### src/rtl/float_div_arbiter.sv
// float_div_arbiter: round-robin issue of operand pairs to one shared divider
// with in-order result routing by tag FIFO. Optional stats: FDIV_ARB_STATS_EN.
module float_div_arbiter #(
  parameter int SIZE      = 64,
  parameter int NUM_REQ   = 4,
  parameter int TAG_DEPTH = 16
) (
  input  logic                      aclk,
  input  logic                      aresetn,
  input  logic [NUM_REQ*SIZE-1:0]   req_a_tdata,
  input  logic [NUM_REQ*SIZE-1:0]   req_b_tdata,
  input  logic [NUM_REQ-1:0]        req_tvalid,
  output logic [NUM_REQ-1:0]        req_tready,
  output logic [SIZE-1:0]           rsp_tdata,
  output logic [NUM_REQ-1:0]        rsp_tvalid,
  input  logic [NUM_REQ-1:0]        rsp_tready,
  output logic [SIZE-1:0]           div_a_tdata,
  output logic                      div_a_tvalid,
  input  logic                      div_a_tready,
  output logic [SIZE-1:0]           div_b_tdata,
  output logic                      div_b_tvalid,
  input  logic                      div_b_tready,
  input  logic [SIZE-1:0]           div_result_tdata,
  input  logic                      div_result_tvalid,
  output logic                      div_result_tready,
`ifdef FDIV_ARB_STATS_EN
  output logic [$clog2(TAG_DEPTH+1)-1:0] outstanding,
  output logic [31:0]                    stall_cycles
`else
  output logic [$clog2(TAG_DEPTH+1)-1:0] outstanding
`endif
);

  localparam int IW = $clog2(NUM_REQ);
  localparam int AW = $clog2(TAG_DEPTH);
  localparam int CW = $clog2(TAG_DEPTH+1);

  typedef enum logic {
    IDLE  = 1'b0,
    OFFER = 1'b1
  } state_t;

  state_t r_state, w_state_nx;

  logic [IW-1:0]      r_grant, w_grant_nx;
  logic [IW-1:0]      r_rr, w_rr_nx;
  logic [IW-1:0]      r_tags [TAG_DEPTH];
  logic [AW-1:0]      r_wr, r_rd;
  logic [CW-1:0]      r_count;

  logic               w_issue, w_pop, w_nempty;
  logic               w_room, w_go;
  logic [IW-1:0]      w_head, w_base;
  logic [NUM_REQ-1:0] w_cand;
  logic [IW:0]        w_pick;

  function automatic logic [IW-1:0] f_inc(input logic [IW-1:0] g);
    return (int'(g) == NUM_REQ-1) ? '0 : g + 1'b1;
  endfunction

  // first valid requester at or after base, wrapping; MSB flags a hit
  function automatic logic [IW:0] f_pick(
    input logic [NUM_REQ-1:0] v,
    input logic [IW-1:0]      base
  );
    logic [IW:0]   r;
    logic [IW-1:0] idx;
    r = '0;
    for (int k = NUM_REQ-1; k >= 0; k--) begin
      idx = IW'((int'(base) + k) % NUM_REQ);
      if (v[idx]) r = {1'b1, idx};
    end
    return r;
  endfunction

  // handshake qualifiers and FIFO head
  always_comb begin
    w_nempty = (r_count != '0);
    w_head   = r_tags[r_rd];
    w_issue  = (r_state == OFFER) && div_a_tready && div_b_tready;
    w_pop    = w_nempty && div_result_tvalid && rsp_tready[w_head];
  end

  // grant selection; an accepted pair is masked from the same-cycle re-pick
  always_comb begin
    w_state_nx = r_state;
    w_grant_nx = r_grant;
    w_rr_nx    = r_rr;
    w_base     = r_rr;
    w_cand     = req_tvalid;
    w_room     = (r_count < CW'(TAG_DEPTH));
    if (w_issue) begin
      w_rr_nx = f_inc(r_grant);
      w_base  = f_inc(r_grant);
      w_cand  = req_tvalid & ~(NUM_REQ'(1) << r_grant);
      w_room  = (r_count < CW'(TAG_DEPTH-1));
    end
    w_pick = f_pick(w_cand, w_base);
    w_go   = w_pick[IW] && w_room;
    unique case (r_state)
      IDLE: begin
        if (w_go) begin
          w_state_nx = OFFER;
          w_grant_nx = w_pick[IW-1:0];
        end
      end
      OFFER: begin
        if (w_issue) begin
          w_state_nx = w_go ? OFFER : IDLE;
          if (w_go) w_grant_nx = w_pick[IW-1:0];
        end
      end
      default: w_state_nx = IDLE;
    endcase
  end

  // operand offer, acceptance and return-path routing
  always_comb begin
    div_a_tvalid = (r_state == OFFER);
    div_b_tvalid = (r_state == OFFER);
    div_a_tdata  = req_a_tdata[int'(r_grant)*SIZE +: SIZE];
    div_b_tdata  = req_b_tdata[int'(r_grant)*SIZE +: SIZE];
    req_tready   = '0;
    if (w_issue) req_tready[r_grant] = 1'b1;
    rsp_tdata    = div_result_tdata;
    rsp_tvalid   = '0;
    if (w_nempty) rsp_tvalid[w_head] = div_result_tvalid;
    div_result_tready = w_nempty ? rsp_tready[w_head] : 1'b0;
    outstanding  = r_count;
  end

  // FSM state, locked grant and round-robin pointer
  always_ff @(posedge aclk or negedge aresetn) begin
    if (!aresetn) begin
      r_state <= IDLE;
      r_grant <= '0;
      r_rr    <= '0;
    end else begin
      r_state <= w_state_nx;
      r_grant <= w_grant_nx;
      r_rr    <= w_rr_nx;
    end
  end

  // tag FIFO pointers and occupancy
  always_ff @(posedge aclk or negedge aresetn) begin
    if (!aresetn) begin
      r_wr    <= '0;
      r_rd    <= '0;
      r_count <= '0;
    end else begin
      if (w_issue) r_wr <= r_wr + 1'b1;
      if (w_pop)   r_rd <= r_rd + 1'b1;
      unique case ({w_issue, w_pop})
        2'b10:   r_count <= r_count + 1'b1;
        2'b01:   r_count <= r_count - 1'b1;
        default: r_count <= r_count;
      endcase
    end
  end

  // tag storage: owner id of each issued divide
  always_ff @(posedge aclk or negedge aresetn) begin
    if (!aresetn) begin
      for (int i = 0; i < TAG_DEPTH; i++) r_tags[i] <= '0;
    end else if (w_issue) begin
      r_tags[r_wr] <= r_grant;
    end
  end

`ifdef FDIV_ARB_STATS_EN
  logic [31:0] r_stall;

  // cycles spent offering without acceptance, saturating
  always_ff @(posedge aclk or negedge aresetn) begin
    if (!aresetn) begin
      r_stall <= '0;
    end else if ((r_state == OFFER) && !w_issue && (r_stall != '1)) begin
      r_stall <= r_stall + 1'b1;
    end
  end

  assign stall_cycles = r_stall;
`endif

endmodule
### config.mk
export PLATFORM = sky130hd
export DESIGN_NAME = float_div_arbiter
export DESIGN_NICKNAME = d
export VERILOG_FILES = /design/src/rtl/float_div_arbiter.sv
export SDC_FILE = /design/constraint.sdc
export NUM_CORES = 1
export LEC_CHECK = 0
export ABC_CLOCK_PERIOD_IN_PS = 4280
export BUFFER_PORTS_ARGS = -buffer_cell sky130_fd_sc_hd__buf_2
export CAP_MARGIN = 20
export CORE_AREA = 2 2 310 312
export CTS_CLUSTER_DIAMETER = 40
export DETAILED_ROUTE_END_ITERATION = 7
export DIE_AREA = 0 0 312 314
export HOLD_SLACK_MARGIN = 0.15
export SLEW_MARGIN = 20
export SYNTH_ARGS = -nofsm -noshare
export SYNTH_HDL_FRONTEND = slang
export SYNTH_SLANG_ARGS = --single-unit
### constraint.sdc
create_clock -name aclk -period 4.28 [get_ports aclk]
set_clock_uncertainty 0.1 [all_clocks]
set_input_delay 0 -clock aclk [delete_from_list [all_inputs] [get_ports aclk]]
set_output_delay 0 -clock aclk [all_outputs]
set_load 0.02 [all_outputs]
Word level (Yosys, flattened, before mapping)
Cells that the tools add are included.
{"block": "word_totals", "inputBits": 589, "reg_bits": 50}
{"block": "classes", "shift": 3, "magnitude_cmp": 13, "eq_ne": 4, "n_reduce_logical": 10, "n_addsub": 8, "muxes": 38, "bitwise_logic": 6}
{"cell": "$shiftx 256x9->64", "count": 2}
{"cell": "$bwmux 32", "count": 1}
{"cell": "$lt 2x3->1 const B", "count": 6}
{"cell": "$mux 2", "count": 7}
{"cell": "$mux 3", "count": 4}
{"cell": "$mux 4", "count": 3}
{"cell": "$mux 1", "count": 11}
{"cell": "$bmux 1 s2", "count": 5}
{"cell": "$ge 5x5->1 const B", "count": 2}
{"cell": "$not 4->5", "count": 2}
{"cell": "$pmux 5 s2", "count": 1}
{"cell": "$add 4x1->4 const B", "count": 2}
{"cell": "$and 4x4->4", "count": 2}
{"cell": "$bmux 2 s4", "count": 1}
{"cell": "$demux 2 s4", "count": 1}
{"cell": "$logic_and 1x1->1", "count": 8}
{"cell": "$add 5x1->5 const B", "count": 1}
{"cell": "$lt 5x1->1 const B", "count": 1}
{"cell": "$lt 5x4->1 const B", "count": 1}
{"cell": "$lt 5x5->1 const B", "count": 1}
{"cell": "$reduce_bool 5->1", "count": 1}
{"cell": "$sub 5x1->5 const B", "count": 1}
{"cell": "$add 2x1->2 const B", "count": 2}
{"cell": "$add 2x2->2 const B", "count": 2}
{"cell": "11 further kinds", "count": 14}

Depth between registers and ports, before layout
{"block": "depth", "word_depth": 14, "ltp_mapped": 17, "ltp_nobuf": 14}

Worst setup path before layout
OpenSTA, ideal clock, no wires.
{"block": "synth_path", "kind": "register to register", "from": "reg r_rd[2]", "to": "reg r_count[4], in the netlist outstanding[4]", "n_path_buf": 2, "required_time_ns": 4.046, "setup_time_ns": 0.134, "slack_ns": 0.654, "path_stages_with_launch": 16, "t_arrival_ns": 3.392, "cell_sequence": "dfrtp_1 > buf_2 > mux4_2 > mux4_2 > nand2b_1 > o22ai_4 > ha_1 > clkbuf_1 > xor2_1 > ha_1 > o21a_1 > o21ai_0 > o21bai_1 > xnor2_1 > nor2_1 > xor2_1"}
{"block": "synth_via", "elab_chain_cells": 9, "word_cells_on_any_way": 11, "cone_classes": "eq/ne (2); mux (6); bitwise (1); reduce/logical (2)"}
{"element": "start: declaration", "line": "48", "source": "logic [AW-1:0] r_wr, r_rd;"}
{"element": "start signal: assignment", "line": "153", "source": "if (w_pop) r_rd <= r_rd + 1'b1;"}
{"element": "$not 4->5 (implied by the code) (*)", "line": "79", "source": "w_head = r_tags[r_rd];"}
{"element": "$bmux 2 s4 (*)", "line": "79"}
{"element": "$mux 2 (implied by the code) (*) (2 in a row)", "line": "79"}
{"element": "$bmux 1 s2 (*)", "line": "81", "source": "w_pop = w_nempty && div_result_tvalid && rsp_tready[w_head];"}
{"element": "$mux 1 (implied by the code) (*)", "line": "81"}
{"element": "$logic_and 1x1->1 (*)", "line": "81"}
{"element": "named net w_pop", "line": "51", "source": "logic w_issue, w_pop, w_nempty;"}
{"element": "$eq 2x1->1 / $eq 2x2->1 (equally long branches)", "line": "154", "source": "unique case ({w_issue, w_pop})"}
{"element": "$pmux 5 s2 / $reduce_bool 2->1 (equally long branches)"}
{"element": "end signal: assignment", "line": "155", "source": "2'b10: r_count <= r_count + 1'b1;"}
{"element": "end signal: assignment", "line": "156", "source": "2'b01: r_count <= r_count - 1'b1;"}
{"element": "end signal: assignment", "line": "157", "source": "default: r_count <= r_count;"}
{"element": "end: declaration", "line": "49", "source": "logic [CW-1:0] r_count;"}
Mark *: on every way through the listed nets, which the timed path passes. The rest lies on a longest branch. The select of a mux whose other input is x is not followed.
A chain may end at the register's enable or synchronous reset.

Final worst setup path
Same ends and word-level chain as after synthesis.

==> flow_metrics.py <==
metrics = {
    "clocking": {
        "cts_buffer_depth": 2,
        "post_cts_buffers": 0,
        "cts_root_buf": "clkbuf_16",
        "cts_resizes": 0,
        "htreeDepth": 2,
        "cts_made_buffers": 5,
        "path_clk_slew_ps": 70,
        "clk_latency_ps": 290,
        "clock_sinks": 50,
        "cts_tree": "done",
    },
    "timing": {
        "worst_slew_pin_slew_ps": 851,
        "fin_ws_ps": 355,
        "hold_viol_final": 0,
        "slew_headroom_pct": 43.3,
        "fin_crit_sh_pct": 91.7,
        "final-max-slew-violation-count": 0,
        "setup-violations-final": 0,
        "max_freq_ghz": 0.255,
        "final_sum_of_negative_setup_slack_ps": 0,
        "final.min_clock_period_ps": 3930,
        "grt_setup_unrepaired": "false",
    },
    "detailed_routing": {
        "vias_per_cell": 3.22,
        "vias": 7734,
        "drt_wl_total_mm": 61.4,
        "avg_wl_per_cell_um": 25.6,
        "drt_iter0_drc": 683,
        "final_antenna_net_count": 0,
        "first_pass_iters": 4,
        "route.detailed.drc": 0,
    },
    "power": {
        "power.leakage_nw": 5.06,
        "power_mw": 7.21,
        "power-per-cell-area_nw_per_um2": 627,
        "max-vdd-ir-drop_uv": 546,
    },
    "synth": {
        "synth-edff-count": 0,
        "synth.mux.area_fraction_pct": 55.1,
        "ys_seq_area_share_pct": 19.9,
        "synth_compound_gate_area_share_pct": 3.94,
        "postSynthCellCount": 474,
        "synthSimpleGateAreaFrac_pct": 5.63,
        "yosysUniqueCellTypes": 45,
        "yosys_register_bits": 50,
        "synth_warnings": 0,
        "post_synth_fa_ha_maj_area_fraction_pct": 2.59,
        "synthesis.area_um2": 6290,
        "syn_area_per_cell_um2": 13.3,
        "async_reset_ff_share_pct": 100,
        "dominant_combinational_cell_family_by_area_after_synthesis": "multiplexers",
        "ys_top_cells_by_area": "mux4_2 (49%), dfrtp_1 (20%), buf_4 (7.8%)",
        "synth_fp_nets": 1076,
        "synth-xor-area-share_pct": 1.81,
        "synth.largest_area_cell": "mux4_2",
        "synth_top_cell_area_share_pct": 49.0,
        "synth_flop_cell": "dfrtp_1",
    },
    "worst_setup_path": {
        "timing.critical_path.cells": "mux4_2 -> mux4_2 -> nand2b_1 -> o22ai_4 -> ha_1 -> xor2_1 -> ha_1 -> o21a_1 -> o21ai_0 -> o21bai_1 -> xnor2_1 -> nor2_1 -> xor2_1",
        "critical_path_peak_fanout": 9,
        "crit-reg2reg-launch": "r_rd[2]",
        "cp_slowest_stage_delay_ps": 620,
        "cp_data_arrival_time_ps": 4000,
        "worst_ep_required_time_ps": 4360,
        "timing.critical_path.slowest_stage_cell": "dfrtp_1",
        "crit_type": "flip-flop to flip-flop",
        "worstSetupStartpointType": "flip-flop",
        "number_of_buffer_and_inverter_stages_on_the_critical_path": 0,
        "cpLargestDelayFamily": "multiplexers",
        "worst_setup_path_startpoint": "r_rd[2]",
        "critical_path.endpoint_type": "flip-flop",
    },
    "global_route": {
        "antenna_found_initial": 54,
        "grt_util_met2_pct": 16.5,
        "global_route_wire_length_before_repair_mm": 76.2,
        "grt_start_max_net_pins": 86,
        "gr-usage-met3_pct": 10.3,
        "grt_pass1_vias": 7613,
        "met1_usage_pct": 13.6,
        "grt_busiest_layer": "met2",
        "global_route.overflow_total": 0,
        "grt_util_all_layers_pct": 11.8,
    },
    "min_path": {
        "hold_path.startpoint": "req_tvalid[2]",
        "min_path_type": "input pin to flip-flop",
    },
    "final_layout": {
        "layout.filler_cells": 10942,
        "layout-drive-gt1-share_pct": 76.2,
        "layout.cell_area.non_filler_um2": 11500,
        "area.growth.synth_to_final_pct": 82.8,
        "regArea_um2": 1260,
        "multiInputGateArea_um2": 4340,
        "layout.nets": 1721,
    },
    "placement": {
        "io_buffer_count": 668,
        "dp.final_hpwl_mm": 56.0,
        "placement.cell_area_um2": 10600,
        "gpl_congestion": 0.986,
        "dp_worst_setup_slack_ps": 355,
    },
    "die": {
        "core_area_um2": 94400,
        "floorplan.initialDensity_pct": 6.66,
        "die_w_um": 312,
        "fp-row-count": 113,
        "die-height_um": 314,
        "floorplan.die_area_um2": 98000,
        "ios": 797,
    },
    "run": {
        "max-cap-violations": 0,
    },
    "run_status": {
        "outcome": "completed",
    },
}
layer usage:
metal	routed length, um	up-vias
met1	22800	3879
met4	1210	36
met2	24800	586
met3	12200	92
li1	-	3141
met5	233	-
sequential cells by signal, indices dropped and copies added (netlist names):
signal / flops
div_a_tvalid: 1
r_rd: 4
r_wr: 4
r_grant: 2
r_tags: 32
r_rr: 2
outstanding: 5
worst paths after layout:
| kind | slack (ps) | cells after the start | to |
|---|---|---|---|
| setup / recovery | 350 | 13 | outstanding[4] |
| hold / removal | 170 | 5 | r_grant[0] |
| setup reg to reg | 350 | 13 | outstanding[4] |
| hold reg to reg | 380 | 2 | r_tags[28] |
| max in group asynchronous | 3320 | 3 | r_grant[0] |
| min in group asynchronous | 230 | 3 | outstanding[1] |
synthesized netlist by cell type, types with 2 or more instances:
cell type  count
nand2b_1       4
nand4_1        2
xnor2_1        6
a21oi_1        3
mux2i_1        5
xor2_1         7
nor2_1        23
ha_1          13
dfrtp_1       50
nand2_1       22
clkbuf_1      21
o21ai_1        2
nor2b_1        5
and2_1         4
buf_1         16
nand3_1        7
o21a_1         2
a22o_1         4
mux2_2        26
buf_6          2
inv_1         10
o21ai_0       17
mux4_2       137
buf_4         65
stage by stage:
step	std cells	util, %	hold slack (ps)
2_1_floorplan	474	-	-396
3_3_place_gp	2309	11.3	-99.9
3_5_place_dp	2309	11.3	-99.9
4_1_cts	2385	12.1	167
5_1_grt	2387	12.1	173
6_report	2399	12.2	165
cells by family (layout without fill, tap and decap cells):
kind of cell | count (synthesis) | count (layout)
mux | 170 | 170
buf+inv | 116 | 762
simple gates | 75 | 75
flops | 50 | 50
compound gates | 37 | 37
fa+ha+maj | 13 | 13
xor+xnor | 13 | 13
other cells | 0 | 14
layout by cell type, fill, tap and decap left out, drive strengths merged, types with 2 or more instances in the layout:
| cell type | n |
|---|---|
| a21oi | 3 |
| a22o | 4 |
| and2 | 4 |
| buf | 675 |
| clkbuf | 6 |
| dfrtp | 50 |
| diode | 14 |
| dlygate4sd3 | 68 |
| ha | 13 |
| inv | 11 |
| mux2 | 27 |
| mux2i | 6 |
| mux4 | 137 |
| nand2 | 22 |
| nand2b | 4 |
| nand3 | 7 |
| nand4 | 2 |
| nor2 | 23 |
| nor2b | 5 |
| o21a | 2 |
| o21ai | 19 |
| o22ai | 2 |
| or2 | 2 |
| xnor2 | 6 |
| xor2 | 7 |
power breakdown:
part	switching, mW	internal (mW)
logic	3.57	2.30
clock network	0.175	0.232
registers	0.250	0.684
worst min-delay path, delay by kind of cell:
| family | cells | cell delay (ps) |
|---|---|---|
| mux | 1 | 70 |
| simple gates | 3 | 360 |
| buf+inv | 1 | 80 |
cell type report:
cell class                      instances  share of cell area (%)
Clock buffer                            6                    1.21
Multi-Input combinational cell        308                    37.8
Clock inverter                          2                   0.109
Antenna cell                           14                   0.305
Tap cell                             1265                    13.8
Inverter                               11                   0.359
Sequential cell                        50                    10.9
Timing Repair Buffer                  743                    35.5
repair_timing:
item,CTS,global route
hold buffers,68,0
hold endpoints to repair,117,0
endpoints found under the setup margin,0,0
Note: power is estimated with default switching activity, not from simulation.
